## config.mk

```make
export PLATFORM = sky130hd
export DESIGN_NAME = fifo_drain_ctrl
export DESIGN_NICKNAME = d
export VERILOG_FILES = /design/src/rtl/fifo_drain_pkg.sv /design/src/rtl/fifo_drain_gap_cnt.sv /design/src/rtl/fifo_drain_ctrl.sv
export SDC_FILE = /design/constraint.sdc
export NUM_CORES = 1
export LEC_CHECK = 0
export CORE_UTILIZATION = 35
export DETAILED_ROUTE_END_ITERATION = 7
export GPL_ROUTABILITY_DRIVEN = 0
export PLACE_DENSITY = 0.79
export RECOVER_POWER = 100
export REMOVE_ABC_BUFFERS = 1
export SETUP_SLACK_MARGIN = 0.3
export SYNTH_ARGS = -nofsm -noshare
export SYNTH_HDL_FRONTEND = slang
export SYNTH_HIERARCHICAL = 1
export SYNTH_SLANG_ARGS = --single-unit
```

## constraint.sdc

```tcl
create_clock -name CLK -period 1.65 [get_ports CLK]
set_clock_uncertainty 0.15 [all_clocks]
set_input_delay 0.2475 -clock CLK [delete_from_list [all_inputs] [get_ports CLK]]
set_output_delay 0.2475 -clock CLK [all_outputs]
set_load 0.02 [all_outputs]
```

## src/rtl/fifo_drain_pkg.sv

```systemverilog
// Shared types and defaults for the FIFO read-side drain controller.
// Optional build macro DRAIN_GAP_EN adds the GAP state and widens the encoding.
package fifo_drain_pkg;

  localparam int unsigned DATA_WIDTH_DEF = 8;

`ifdef DRAIN_GAP_EN
  typedef enum logic [2:0] {
    IDLE      = 3'd0,
    SEND      = 3'd1,
    WAIT_DONE = 3'd2,
    DROP      = 3'd3,
    GAP       = 3'd4
  } drain_state_e;
`else
  typedef enum logic [1:0] {
    IDLE      = 2'd0,
    SEND      = 2'd1,
    WAIT_DONE = 2'd2,
    DROP      = 2'd3
  } drain_state_e;
`endif

endpackage

```

## src/rtl/fifo_drain_gap_cnt.sv

```systemverilog
// Loadable down-counter that times the idle gap between transmitted words.
// done_o flags the last gap cycle (count of 1) so the FSM can leave on time.
module fifo_drain_gap_cnt #(
  parameter int unsigned WIDTH = 4
) (
  input  logic             clk_i,
  input  logic             rst_n_i,
  input  logic             load_i,
  input  logic [WIDTH-1:0] cfg_i,
  input  logic             dec_i,
  output logic             done_o
);

  logic [WIDTH-1:0] cnt_q;
  logic [WIDTH-1:0] cnt_d;

  always_comb begin
    cnt_d = cnt_q;
    if (load_i) begin
      cnt_d = cfg_i;
    end else if (dec_i && (cnt_q != '0)) begin
      cnt_d = cnt_q - 1'b1;
    end
  end

  always_ff @(posedge clk_i or negedge rst_n_i) begin
    if (!rst_n_i) begin
      cnt_q <= '0;
    end else begin
      cnt_q <= cnt_d;
    end
  end

  assign done_o = (cnt_q == WIDTH'(1));

endmodule

```

## src/rtl/fifo_drain_ctrl.sv

```systemverilog
// Read-side sequencer: pops one FIFO word per transfer and hands it to the UART TX.
// Build macro DRAIN_GAP_EN adds GAP_CFG and a programmable gap after each word.
module fifo_drain_ctrl
  import fifo_drain_pkg::*;
#(
  parameter int unsigned DATA_WIDTH = DATA_WIDTH_DEF
`ifdef DRAIN_GAP_EN
  , parameter int unsigned GAP_WIDTH = 4
`endif
) (
  input  logic                  CLK,
  input  logic                  RST,
  input  logic                  EN,
  input  logic                  FLUSH,
  input  logic                  FIFO_EMPTY,
  input  logic [DATA_WIDTH-1:0] FIFO_RD_DATA,
  input  logic                  TX_BUSY,
`ifdef DRAIN_GAP_EN
  input  logic [GAP_WIDTH-1:0]  GAP_CFG,
`endif
  output logic                  FIFO_R_INC,
  output logic [DATA_WIDTH-1:0] TX_DATA,
  output logic                  TX_DATA_VALID,
  output logic                  CTRL_BUSY
);

  drain_state_e          state_q, state_d;
  logic [DATA_WIDTH-1:0] data_q, data_d;
  logic                  rinc_q, rinc_d;
  logic                  valid_q, valid_d;
  logic                  busy_q, busy_d;

`ifdef DRAIN_GAP_EN
  logic gap_load;
  logic gap_done;

  fifo_drain_gap_cnt #(
    .WIDTH (GAP_WIDTH)
  ) u_gap_cnt (
    .clk_i   (CLK),
    .rst_n_i (RST),
    .load_i  (gap_load),
    .cfg_i   (GAP_CFG),
    .dec_i   (state_q == GAP),
    .done_o  (gap_done)
  );
`endif

  always_comb begin
    state_d = state_q;
    data_d  = data_q;
    rinc_d  = 1'b0;
    valid_d = valid_q;
`ifdef DRAIN_GAP_EN
    gap_load = 1'b0;
`endif
    case (state_q)
      IDLE: begin
        if (FLUSH && !FIFO_EMPTY) begin
          rinc_d  = 1'b1;
          state_d = DROP;
        end else if (EN && !FIFO_EMPTY) begin
          // Capture and pop on the same edge: read data is valid while not empty.
          data_d  = FIFO_RD_DATA;
          rinc_d  = 1'b1;
          valid_d = 1'b1;
          state_d = SEND;
        end
      end
      SEND: begin
        valid_d = 1'b1;
        if (TX_BUSY) begin
          valid_d = 1'b0;
          state_d = WAIT_DONE;
        end
      end
      WAIT_DONE: begin
        if (!TX_BUSY) begin
          state_d = IDLE;
`ifdef DRAIN_GAP_EN
          if (GAP_CFG != '0) begin
            gap_load = 1'b1;
            state_d  = GAP;
          end
`endif
        end
      end
      DROP: begin
        state_d = IDLE;
      end
`ifdef DRAIN_GAP_EN
      GAP: begin
        if (gap_done) begin
          state_d = IDLE;
        end
      end
`endif
      default: begin
        state_d = IDLE;
        valid_d = 1'b0;
      end
    endcase
    busy_d = (state_d != IDLE);
  end

  always_ff @(posedge CLK or negedge RST) begin
    if (!RST) begin
      state_q <= IDLE;
      data_q  <= '0;
      rinc_q  <= 1'b0;
      valid_q <= 1'b0;
      busy_q  <= 1'b0;
    end else begin
      state_q <= state_d;
      data_q  <= data_d;
      rinc_q  <= rinc_d;
      valid_q <= valid_d;
      busy_q  <= busy_d;
    end
  end

  assign FIFO_R_INC    = rinc_q;
  assign TX_DATA       = data_q;
  assign TX_DATA_VALID = valid_q;
  assign CTRL_BUSY     = busy_q;

endmodule

```

* After elaboration in Yosys (flattened, before gate mapping)
Cells that the tools add are included.
** Word-level totals
- Register bits after elaboration :: 13
- Output and inout port bits :: 11
- Word-level logic and storage cells :: 31
** Operators by class
- Equal/unequal tests :: 5
- Multiplexer cells :: 12
- Bitwise gates (word level) :: 1
- Reductions and logical operators :: 8
** Operators with widths (number)
- $mux 2 :: 4
- $pmux 2 s4 :: 1
- $mux 1 :: 6
- $reduce_and 3->1 :: 2
- $eq 2x2->1 const B :: 2
- $ne 2x2->1 const B :: 2
- $reduce_bool 2->1 :: 2
- $eq 2x1->1 const B :: 1
- $logic_and 1x1->1 :: 2
- $logic_not 2->1 :: 1
- $pmux 1 s2 :: 1
- $logic_not 1->1 :: 1
- $not 1->1 :: 1

* Depth between registers and ports, before layout
Gate-level depths: netlist (run 1).
- Word-level depth :: 6
- Mapped depth :: 3

* Worst setup path before layout (run 1)
No wires, ideal clock.
- Kind :: register to register
- Start point :: register state_q[1]
- End point :: register data_q[0], in the netlist TX_DATA[0]
- Library setup time :: 0.125 ns
- Arrival :: 1.066 ns
- Data required time :: 1.375 ns
- Setup slack :: 0.310 ns
- Cell stages (with the launch flop) :: 4
- Path buffers :: 0
- Cells stage by stage :: dfrtp_1 nor3_2 nand3b_4 mux2_2
** Between the ends
- Word-level cells in the longest chain between the ends :: 2
** Ends and longest elaborated chain
- start: declaration :: line fifo_drain_ctrl.sv:27 : drain_state_e state_q, state_d;
- start signal: assignment :: line fifo_drain_ctrl.sv:114 : state_q <= state_d;
- $logic_not 2->1 :: line fifo_drain_ctrl.sv:57 : case (state_q)
- $reduce_and 3->1 (no source line)
- end signal: assignment :: line fifo_drain_ctrl.sv:115 : data_q <= data_d;
- end: declaration :: line fifo_drain_ctrl.sv:28 : logic [DATA_WIDTH-1:0] data_q, data_d;
No other way between the ends.
A chain may end at the register's enable or synchronous reset.

* Final worst setup path (run 1)
- Start point :: register state_q[1]
- End point :: register data_q[6], in the netlist TX_DATA[6]
Same word-level chain as after synthesis.

==> qor_table.md, run 1 <==
| Item | This run | Unit |
| --- | --- | --- |
| FMAX | 708 | MHz |
| Drt drc | 0 | - |
| Final Non-Filler Cells | 83 | - |
| Critical-path cell with the highest stage delay | dfrtp_2 | - |
| Data required time at the worst endpoint | 1660 | ps |
| Via count | 397 | - |
| Max FO, Critical Path | 8 | - |
| Drt pass-1 iters | 4 | - |
| Clock tree from TritonCTS | done | - |
| Share of flip-flops with an asynchronous set or reset after synthesis | 1.00 | - |
| Final number of max-transition violations | 0 | - |
| Max clock buf depth | 2 | - |
| Most numerous cell in the Yosys netlist | dfrtp_1 | - |
| CP Launch Type | flop | - |
| Tot Pwr | 1.32 | mW |
| Clock root buffer | clkbuf_4 | - |
| Result of the run | completed | - |
| Area leader, netlist | dfrtp_1 | - |
| Total internal power | 0.834 | mW |
| Cell count after synthesis | 36 | - |
| Synthesized-area fraction occupied by and/or/nand/nor cells | 0.142 | - |
| Post-synthesis average cell area | 14.5 | um^2 |
| Max IR drop VDD | 0.000686 | V |
| Fin area | 790 | um^2 |
| Synth Flop Type | dfrtp_1 | - |
| Main combinational cell family by area after synthesis | multiplexers | - |
| Cell Rows | 13 | - |
| Setup repair after global routing missed its margin | true | - |
| Overall die area | 1650 | um^2 |
| Number of max-cap violations | 0 | - |
| Worst Max-Slew Pin Slew | 681 | ps |
| Worst setup path category | reg2reg | - |
| I/O Pins | 25 | - |
| Total number of nets in the final design | 83 | - |
| Core box area | 1350 | um^2 |
| Pwr/cell area | 1680 | nW/um^2 |
| Cells along the critical path | nor3_2 -> nand3b_4 -> mux2_2 | - |
| Xor/xnor share of the synthesized area | 0 | - |
| Worst max-slew margin expressed relative to the limit | 0.546 | - |
| Capturing element type of the critical path | flop | - |
| Synth Cell Area | 520 | um^2 |
| Number of synthesized register bits | 13 | - |
| Detailed router's first-iteration violation count | 4 | - |
| Placed Instance Area | 795 | um^2 |
| Number of synthesized flops with an enable pin | 0 | - |
| Detailed-route vias per instance | 4.78 | - |
| Multiplexer area fraction after synthesis | 0.173 | - |
| Top cell type's share of synthesized area | 0.625 | - |
| Ratio of cells with drive above 1 in the final layout | 0.235 | - |
| DR WL/cell | 11.6 | um |
| Cell variety after synth | 15 | - |
| CP Data Arrival Time | 1420 | ps |
| Utilization of the core after routing | 0.585 | - |
| Overflow after GRT | 0 | - |
| Worst hold slack | 355 | ps |
| Y dimension of the die | 40.6 | um |
| Cell Count Post-Placement | 77 | - |
| Maximum number of pins on one net before global-route repair | 14 | - |
| Warnings, synthesis | 6 | - |
| Insertion delay of the later-clocked pin in the worst-skew pair | 270 | ps |
| Largest incremental delay on the critical path | 410 | ps |
| First-pass GRT wire length | 1390 | um |
| Total Routed Length | 966 | um |
| Combinational share of power | 0.449 | - |
| Number of global-route vias before repair | 358 | - |
| Flop pwr share | 0.407 | - |
| Synthesis-to-finish area growth | 51.7 | % |
| Fraction of the mapped netlist area in compound gates | 0.0529 | - |
| Number of hold-repair buffers added at the cts stage | 0 | - |
| Portion of total power attributed to the clock network | 0.145 | - |
| Adder and majority cell fraction of the synthesized area | 0 | - |
| Switching power share of the total | 0.370 | - |
| Register clock-pin slew on the reported worst setup and hold paths | 80 | ps |
| CTS Sinks | 13 | - |
| Total of buffers placed on input and output ports | 24 | - |
| Diodes inserted | 0 | - |
| Reported net switching power | 0.491 | mW |
| Detail Route Antenna Nets | 0 | - |
| Final Hold Violating Endpoints | 0 | - |
| Register-to-Register Setup Slack | 240 | ps |
| Number of buffers inserted during clock tree synthesis | 3 | - |
| Worst hold path type | reg2reg | - |
| H-tree depth | 1 | - |
| GRT Resource Usage Total | 0.133 | - |
| Tcrit/Tclk final | 0.856 | - |
| Effective utilization at floorplan | 0.386 | - |
| Cell types with the highest counts after synthesis | dfrtp_1 (13), mux2_2 (8), o21ai_0 (3) | - |
| Most area-consuming cells after synthesis | dfrtp_1 (63%), mux2_2 (17%), nand3b_4 (3.8%), o21ai_0 (2.9%), nor3_2 (1.9%) | - |
| Final setup violating endpoints | 0 | - |
| Die span in x | 40.6 | um |
| Detailed placer's ending HPWL | 737 | um |
| Initial antenna violation count | 0 | - |
| Sequential share of the synthesized area | 0.625 | - |
| Post-layout minimum cycle time | 1410 | ps |
| Leakage power of the design | 0.344 | nW |
## flip-flops by register name, summed over array words and instances, names as in the netlist
name,count
TX_DATA,8
state_q,2
CTRL_BUSY,1
FIFO_R_INC,1
TX_DATA_VALID,1
## logic make-up after synthesis
kind of cell,Yosys count
compound gates,5
buf+inv,1
flops,13
mux,8
simple gates,9
## path summary, 6_finish.rpt
path                                   startpoint                endpoint  cells past startpoint
max                          state_q[1]$_DFF_PN0_  TX_DATA[6]$_DFFE_PN0P_                      3
max in group asynchronous                     RST    state_q[0]$_DFF_PN0_                      2
min reg2reg                TX_DATA[0]$_DFFE_PN0P_  TX_DATA[0]$_DFFE_PN0P_                      1
max reg2reg                  state_q[1]$_DFF_PN0_  TX_DATA[6]$_DFFE_PN0P_                      3
min                        TX_DATA[0]$_DFFE_PN0P_  TX_DATA[0]$_DFFE_PN0P_                      1
min in group asynchronous                     RST  TX_DATA[4]$_DFFE_PN0P_                      2
## layout by cell type (no fill, tap or decap)
cell type,n
nand3b_4,1
nor3_1,1
clkbuf_4,3
clkdlybuf4s25_1,5
nor3_2,1
nand3_1,1
nand2b_1,1
mux2_2,8
nor4b_1,1
nor2_1,1
nand3b_1,1
inv_1,1
clkbuf_1,10
and2b_1,1
a22oi_1,1
dfrtp_1,11
clkdlybuf4s50_1,11
dlygate4sd3_1,2
a21oi_1,1
dfrtp_2,2
buf_4,1
o21ai_0,3
## through the flow
step | TNS [ps] | setup slack, ps
5_1_grt | 0 | 140
6_report | 0 | 238
3_5_place_dp | -731 | -95.7
4_1_cts | 0 | 264
3_3_place_gp | -515 | -66.1
2_1_floorplan | 0 | 310
## power by group through the flow
stage / Sequential, mW / Combinational, mW / Clock, mW
final: 0.539 / 0.594 / 0.192
after global placement: 0.558 / 0.659 / 0
after global routing: 0.558 / 0.648 / 0.216
after CTS: 0.549 / 0.665 / 0.205
after floorplan: 0.716 / 0.179 / 0
after detailed placement: 0.563 / 0.669 / 0
## critical path, delay by kind of cell, from the launching register on
| kind | cells | cell delay (ps) |
|---|---|---|
| flops | 1 | 410 |
| simple gates | 2 | 440 |
| mux | 1 | 300 |
## layout make-up
| type | instances | area (um^2) |
|---|---|---|
| fillers | 123 | 561 |
| clock buffers | 4 | 26.3 |
| flip-flops and latches | 13 | 328 |
| repair buffers | 28 | 221 |
| well taps | 15 | 18.8 |
| inverters | 1 | 3.75 |
| multi-input cells | 22 | 191 |
## layer usage
layer / share of wire / vias up / global-route usage
met4: 0 / 0 / 0.0750
met3: 0.094 / 0 / 0.0333
met2: 0.45 / 18 / 0.202
met1: 0.45 / 184 / 0.171
li1: - / 195 / -
met5: 0 / - / 0
## repair_timing
item	in CTS	in global routing
buffers inserted	2	0
pin swaps	2	1
endpoints found under the hold margin	0	0
gates resized for setup	26	9
setup endpoints to repair	19	18
Note: power is estimated with default switching activity, not from simulation.
==> run 2: changes to the inputs <==
--- a/config.mk
+++ b/config.mk
@@ -16,3 +16,4 @@
 export SYNTH_HDL_FRONTEND = slang
 export SYNTH_HIERARCHICAL = 1
 export SYNTH_SLANG_ARGS = --single-unit
+export TNS_END_PERCENT = 20
==> run 2 against run 1 <==
Flip-flop and latch count stayed put. Final cell count did not move. Register-to-register slack improved by 20 ps. Routed wire length grew 0.52%. Final area rose by 4.1%. First-iteration DRC count decreased by 50%. Utilization is 2.4 points higher. Worst hold slack got worse by 4.0 ps. Combinational power is 4.9% higher. Critical path depth fell by 2. Sequential power increased by 1%. Critical path type is now reg2out. Largest power group unchanged.
==> qor_table.md, run 2 (synthesis gave the netlist of run 1 again) <==
| Item | This run | Unit | Change |
| --- | --- | --- | --- |
| Result of the run | completed | - |  |
| Cells along the critical path | clkdlybuf4s25_1 | - |  |
| Endpoint of the most critical register-to-register path | TX_DATA[6]$_DFFE_PN0P_ | - |  |
| Max IR drop VDD | 0.000696 | V | +1.4% |
| CP Launch Type | flop | - |  |
| Number of max-cap violations | 0 | - | unchanged |
| Total number of nets in the final design | 83 | - | unchanged |
| Tcrit/Tclk final | 0.848 | - | -0.00770 |
| Logic depth of the worst register-to-register path | 3 | - | unchanged |
| Number of global-route vias before repair | 350 | - | -2.2% |
| Register clock-pin slew on the reported worst setup and hold paths | 70 | ps | about the same |
| First element of the critical path | TX_DATA[1]$_DFFE_PN0P_ | - |  |
| Cell Rows | 13 | - | unchanged |
| Ratio of cells with drive above 1 in the final layout | 0.235 | - | unchanged |
| Detailed placer's ending HPWL | 737 | um | unchanged |
| Core box area | 1350 | um^2 | unchanged |
| Overflow after GRT | 0 | - | unchanged |
| Largest incremental delay on the critical path | 380 | ps | -30 ps |
| FMAX | 714 | MHz | +0.91% |
| Max clock buf depth | 2 | - | unchanged |
| Detail Route Antenna Nets | 0 | - | unchanged |
| Worst hold slack | 351 | ps | -4.01 ps |
| Maximum number of pins on one net before global-route repair | 14 | - | unchanged |
| Post-layout minimum cycle time | 1400 | ps | -12.7 ps |
| Drt pass-1 iters | 3 | - | -1 |
| Number of buffers inserted during clock tree synthesis | 3 | - | unchanged |
| Tot Pwr | 1.36 | mW | +3.0% |
| Diodes inserted | 0 | - | unchanged |
| Total Routed Length | 971 | um | +0.52% |
| Setup repair after global routing missed its margin | true | - |  |
| Overall die area | 1650 | um^2 | unchanged |
| Y dimension of the die | 40.6 | um | unchanged |
| Worst max-slew margin expressed relative to the limit | 0.541 | - | -0.00541 |
| Drt drc | 0 | - | unchanged |
| Number of hold-repair buffers added at the cts stage | 0 | - | unchanged |
| Launch point of the worst reg-to-reg path | state_q[0]$_DFF_PN0_ | - |  |
| H-tree depth | 1 | - | unchanged |
| Highest-count cells in the layout ignoring fill and taps | dfrtp_1 (11), clkdlybuf4s50_1 (11), dlygate4sd2_1 (9) | - |  |
| Instance count along the most critical hold path | 1 | - | unchanged |
| Total of buffers placed on input and output ports | 24 | - | unchanged |
| Via count | 394 | - | -0.76% |
| Final number of max-transition violations | 0 | - | unchanged |
| Worst hold path type | reg2reg | - |  |
| Pwr/cell area | 1660 | nW/um^2 | -1.1% |
| Leakage power of the design | 0.378 | nW | +9.6% |
| Utilization of the core after routing | 0.609 | - | +0.0241 |
| Register-to-Register Setup Slack | 260 | ps | +20 ps |
| Worst Max-Slew Pin Slew | 689 | ps | +8.12 ps |
| Max FO, Critical Path | 2 | - | -6 |
| Capturing element type of the critical path | output port | - |  |
| Number of flip-flops under the largest register name | 8 | - | unchanged |
| Detailed-route vias per instance | 4.75 | - | -0.76% |
| Die span in x | 40.6 | um | unchanged |
| Effective utilization at floorplan | 0.386 | - | unchanged |
| Largest delay share family, worst path | flip-flops | - |  |
| Worst setup path endpoint | TX_DATA[1] | - |  |
| Data required time at the worst endpoint | 1250 | ps | -410 ps |
| Worst path bufs/invs | 1 | - | +1 |
| Clock tree from TritonCTS | done | - |  |
| Detailed router's first-iteration violation count | 2 | - | -2 |
| Clock root buffer | clkbuf_4 | - |  |
| Synthesis-to-finish area growth | 57.9 | % |  |
| Critical-path cell with the highest stage delay | dfrtp_1 | - |  |
| Worst setup path category | reg2out | - |  |
| CTS Sinks | 13 | - | unchanged |
| DR WL/cell | 11.7 | um | +0.52% |
| CP Data Arrival Time | 1000 | ps | -420 ps |
| First-pass GRT wire length | 1370 | um | -1.4% |
| GRT Resource Usage Total | 0.132 | - | -0.00131 |
| Logic depth of the worst setup path including buffers | 1 | - | -2 |
| Initial antenna violation count | 0 | - | unchanged |
| Insertion delay of the later-clocked pin in the worst-skew pair | 270 | ps | about the same |
| Final Hold Violating Endpoints | 0 | - | unchanged |
| Final setup violating endpoints | 0 | - | unchanged |
| I/O Pins | 25 | - | unchanged |
## run 2: changes by cell type in the layout (fill, tap and decap cells not counted)
cell | previous run | this run
dlygate4sd2_1 | 0 | 9
clkdlybuf4s25_1 | 5 | 2
nor3_4 | 0 | 1
nor3_2 | 1 | 0
clkbuf_1 | 10 | 4
## run 2: area by class of cell
type	count	area, um^2
clock buffer	4	26.3
inverter	1	3.75
sequential	13	328
multi-input combinational	22	198
tap	15	18.8
timing repair buffer	28	248
fill	115	528
## run 2: worst min-delay path by stage
stage | to | start | slack, ps
after floorplan | CTRL_BUSY$_DFF_PN0_ | RST | -200
after global placement | TX_DATA[5]$_DFFE_PN0P_ | TX_DATA[5]$_DFFE_PN0P_ | 340
after detailed placement | TX_DATA[5]$_DFFE_PN0P_ | TX_DATA[5]$_DFFE_PN0P_ | 340
after CTS | TX_DATA[3]$_DFFE_PN0P_ | RST | 110
after global routing | TX_DATA[5]$_DFFE_PN0P_ | TX_DATA[5]$_DFFE_PN0P_ | 370
final | TX_DATA[5]$_DFFE_PN0P_ | TX_DATA[5]$_DFFE_PN0P_ | 350
## run 2: per-stage QoR
| stage | setup TNS [ps] | cell area (um^2) | std cells | setup WS [ps] |
|---|---|---|---|---|
| floorplan | 0 | 520 | 36 | 310 |
| global placement | -515 | 795 | 77 | -66.1 |
| detailed placement | -731 | 795 | 77 | -95.7 |
| CTS | 0 | 812 | 81 | 204 |
| global route | 0 | 822 | 83 | 173 |
| finish | 0 | 822 | 83 | 250 |
## run 2: what timing repair did
action,CTS,global route
setup endpoints to repair,19,18
gates resized for setup,15,3
buffers inserted,0,2
endpoints found under the hold margin,0,0
pin swaps,0,2
## run 2: power breakdown
group          switching, mW  total (mW)  internal, mW  leakage [nW]
Sequential            0.0735       0.545         0.471         0.155
Combinational          0.320       0.623         0.304         0.208
Clock                  0.102       0.196        0.0936        0.0150
Total                  0.495        1.36         0.869         0.378
## run 2: metal layers
| metal | global-route usage | routed length, um | vias to the layer above |
|---|---|---|---|
| li1 | - | - | 194 |
| met1 | 0.174 | 446 | 184 |
| met2 | 0.194 | 440 | 16 |
| met3 | 0.0333 | 83 | 0 |
| met4 | 0.0750 | 0 | 0 |
| met5 | 0 | 0 | - |
==> run 3: changes to the inputs <==
--- a/config.mk
+++ b/config.mk
@@ -5,10 +5,10 @@
 export SDC_FILE = /design/constraint.sdc
 export NUM_CORES = 1
 export LEC_CHECK = 0
-export CORE_UTILIZATION = 35
+export CORE_UTILIZATION = 34
 export DETAILED_ROUTE_END_ITERATION = 7
 export GPL_ROUTABILITY_DRIVEN = 0
-export PLACE_DENSITY = 0.79
+export PLACE_DENSITY = 0.8
 export RECOVER_POWER = 100
 export REMOVE_ABC_BUFFERS = 1
 export SETUP_SLACK_MARGIN = 0.3
==> constraint.sdc (replaced) <==
create_clock -name CLK -period 1.15 [get_ports CLK]
set_clock_uncertainty 0.15 [all_clocks]
set_input_delay 0.1725 -clock CLK [delete_from_list [all_inputs] [get_ports CLK]]
set_output_delay 0.1725 -clock CLK [all_outputs]
set_load 0.02 [all_outputs]
==> run 3 against run 2 <==
The run now ends with negative setup slack left. First-iteration DRC count increased to 2.5 times the previous value. Largest cell class unchanged. Register-to-register slack worse by 500 ps. Flip-flop and latch count is the same. Final cell count increased by 2.4%. Die area is 2.8% higher. Power is 51% higher. Worst setup slack got worse by 490 ps. Final area increased by 1.1%. Sequential share of layout area shrank 0.72 points.
==> qor_table.md, run 3 (synthesis gave the netlist of run 1 again) <==
| Item | This run | Unit | Change |
| --- | --- | --- | --- |
| Total Routed Length | 1120 | um | +15% |
| GRT Resource Usage Total | 0.154 | - | +0.0219 |
| I/O Pins | 25 | - | unchanged |
| Insertion delay of the later-clocked pin in the worst-skew pair | 260 | ps | about the same |
| Core box area | 1370 | um^2 | +1.2% |
| Number of buffers inserted during clock tree synthesis | 3 | - | unchanged |
| DR WL/cell | 13.2 | um | +12% |
| H-tree depth | 1 | - | unchanged |
| CP Data Arrival Time | 1390 | ps | +390 ps |
| Total number of nets in the final design | 85 | - | +2.4% |
| Largest incremental delay on the critical path | 420 | ps | +40 ps |
| Worst max-slew margin expressed relative to the limit | 0.545 | - | +0.00458 |
| Clock root buffer | clkbuf_4 | - |  |
| Register-to-Register Setup Slack | -240 | ps | -500 ps |
| Y dimension of the die | 41.1 | um | +1.4% |
| Pwr/cell area | 2480 | nW/um^2 | +50% |
| Drt drc | 0 | - | unchanged |
| Leading cell type in the layout, fill and taps excluded | dfrtp_1 | - |  |
| Wire length on met2 | 569 | um | +29% |
| Final setup violating endpoints | 13 | - | +13 |
| Post-layout minimum cycle time | 1390 | ps |  |
| Maximum number of pins on one net before global-route repair | 14 | - | unchanged |
| Leakage power of the design | 0.404 | nW | +7.0% |
| Violated checks | negative setup slack | - |  |
| Critical-path cell with the highest stage delay | dfrtp_1 | - |  |
| Max clock buf depth | 2 | - | unchanged |
| Total internal power | 1.32 | mW | +52% |
| Max FO, Critical Path | 8 | - | +6 |
| Data required time at the worst endpoint | 1150 | ps | -100 ps |
| Final number of max-transition violations | 0 | - | unchanged |
| Max IR drop VDD | 0.000970 | V | +39% |
| Tcrit/Tclk final | 1.21 | - |  |
| Clock tree from TritonCTS | done | - |  |
| Worst path bufs/invs | 0 | - | -1 |
| Cells along the critical path | nor3_4 -> nand3b_4 -> mux2_2 | - |  |
| Detail Route Antenna Nets | 0 | - | unchanged |
| Synthesis-to-finish area growth | 59.6 | % |  |
| Cell Rows | 13 | - | unchanged |
| Effective utilization at floorplan | 0.381 | - | -0.00459 |
| Worst setup path category | reg2reg | - |  |
| Final Hold Violating Endpoints | 0 | - | unchanged |
| Die span in x | 41.1 | um | +1.4% |
| Setup repair after global routing missed its margin | true | - |  |
| Reported net switching power | 0.738 | mW | +49% |
| DRT met1 WL | 448 | um | +0.45% |
| CTS Sinks | 13 | - | unchanged |
| Via count | 396 | - | +0.51% |
| Result of the run | finished, violations left | - |  |
| FMAX | 718 | MHz |  |
| Detailed-route vias per instance | 4.66 | - | -1.9% |
| Register clock-pin slew on the reported worst setup and hold paths | 80 | ps | about the same |
| Detailed router's first-iteration violation count | 5 | - | +3 |
| Highest-count cells in the layout ignoring fill and taps | dfrtp_1 (13), clkdlybuf4s50_1 (12), mux2_2 (8) | - |  |
| Switching power share of the total | 0.358 | - | -0.00526 |
| Tot Pwr | 2.06 | mW | +51% |
| Met3 WL post-DR | 88 | um | +6.0% |
| Worst hold path type | in2async | - |  |
| Drt pass-1 iters | 3 | - | unchanged |
| Flop pwr share | 0.386 | - | -0.013 |
| Total of buffers placed on input and output ports | 24 | - | unchanged |
| Worst Max-Slew Pin Slew | 682 | ps | -6.87 ps |
| Crit path setup slack, layout | -242 | ps | -492 ps |
| Overflow after GRT | 0 | - | unchanged |
| CP Launch Type | flop | - |  |
| Ratio of cells with drive above 1 in the final layout | 0.414 | - | +0.179 |
| First-pass GRT wire length | 1610 | um | +17% |
| Number of flip-flops under the largest register name | 8 | - | unchanged |
| Capturing element type of the critical path | flop | - |  |
| Largest delay share family, worst path | flip-flops | - |  |
| Initial antenna violation count | 0 | - | unchanged |
| Highest layer used for signal routing | met4 | - |  |
| Overall die area | 1690 | um^2 | +2.8% |
| Portion of total power attributed to the clock network | 0.130 | - | -0.014 |
| Diodes inserted | 0 | - | unchanged |
| Combinational share of power | 0.483 | - | +0.026 |
| Number of max-cap violations | 0 | - | unchanged |
| Number of global-route vias before repair | 376 | - | +7.4% |
| Sum Neg Setup Slack | -2420 | ps | -2420 ps |
==> run 3: cell count changes in the layout (fill, tap and decap cells not counted), sizes merged <==
cell,delta
buf,+14
clkbuf,-1
clkdlybuf4s25,-2
clkdlybuf4s50,+1
dlygate4sd2,-9
dlygate4sd3,-2
dlymetal6s2s,+1
==> run 3: layout make-up <==
| class | instances | area [um^2] |
|---|---|---|
| repair buffers | 30 | 259 |
| inverters | 1 | 3.75 |
| clock buffers | 4 | 26.3 |
| well taps | 15 | 18.8 |
| multi-input cells | 22 | 198 |
| fillers | 116 | 536 |
| flip-flops and latches | 13 | 325 |
==> run 3: power by group through the flow <==
stage	Combinational (mW)	Sequential, mW	Clock (mW)
final	0.997	0.797	0.269
after global routing	1.07	0.833	0.299
after CTS	1.03	0.797	0.281
after detailed placement	1.04	0.781	0
after global placement	1.02	0.776	0
after floorplan	0.256	1.03	0
==> run 3: final timing paths <==
| kind | startpoint | endpoint | cells past startpoint |
|---|---|---|---|
| max in group asynchronous | RST | TX_DATA[1]$_DFFE_PN0P_ | 2 |
| setup reg to reg | state_q[1]$_DFF_PN0_ | TX_DATA[3]$_DFFE_PN0P_ | 3 |
| setup / recovery | state_q[1]$_DFF_PN0_ | TX_DATA[3]$_DFFE_PN0P_ | 3 |
| hold / removal | RST | state_q[0]$_DFF_PN0_ | 2 |
| hold reg to reg | TX_DATA[2]$_DFFE_PN0P_ | TX_DATA[2]$_DFFE_PN0P_ | 1 |
| min in group CLK | FIFO_EMPTY | TX_DATA_VALID$_DFFE_PN0P_ | 4 |
==> run 3: what timing repair did <==
| item | 4_1_cts | 5_1_grt |
|---|---|---|
| endpoints found under the setup margin | 24 | 24 |
| pin swaps | 2 | 1 |
| hold buffers | 0 | 0 |
| setup buffers | 2 | 0 |
| resized for setup | 55 | 5 |
| hold endpoints to repair | 0 | 0 |
==> run 3: worst register-to-register path, stage by stage (launching register included) <==
cell and delay [ps]:
dfrtp_1 420, nor3_4 240, nand3b_4 170, mux2_2 310
==> run 3: routing by layer <==
layer,global-route usage,vias to the layer above
met5,0,-
met4,0.0726,0
met3,0.0326,2
met2,0.273,14
met1,0.172,179
li1,-,201
==> run 3: metrics by stage <==
stage          instances   util  hold slack [ps]  area (um^2)  worst slack (ps)
2_1_floorplan         36      -             -273          520              -190
3_3_place_gp          79  0.592              335          810              -499
3_5_place_dp          79  0.592              343          810              -568
4_1_cts               85  0.617             86.6          843              -240
5_1_grt               85  0.608              311          831              -304
6_report              85  0.608              247          831              -242
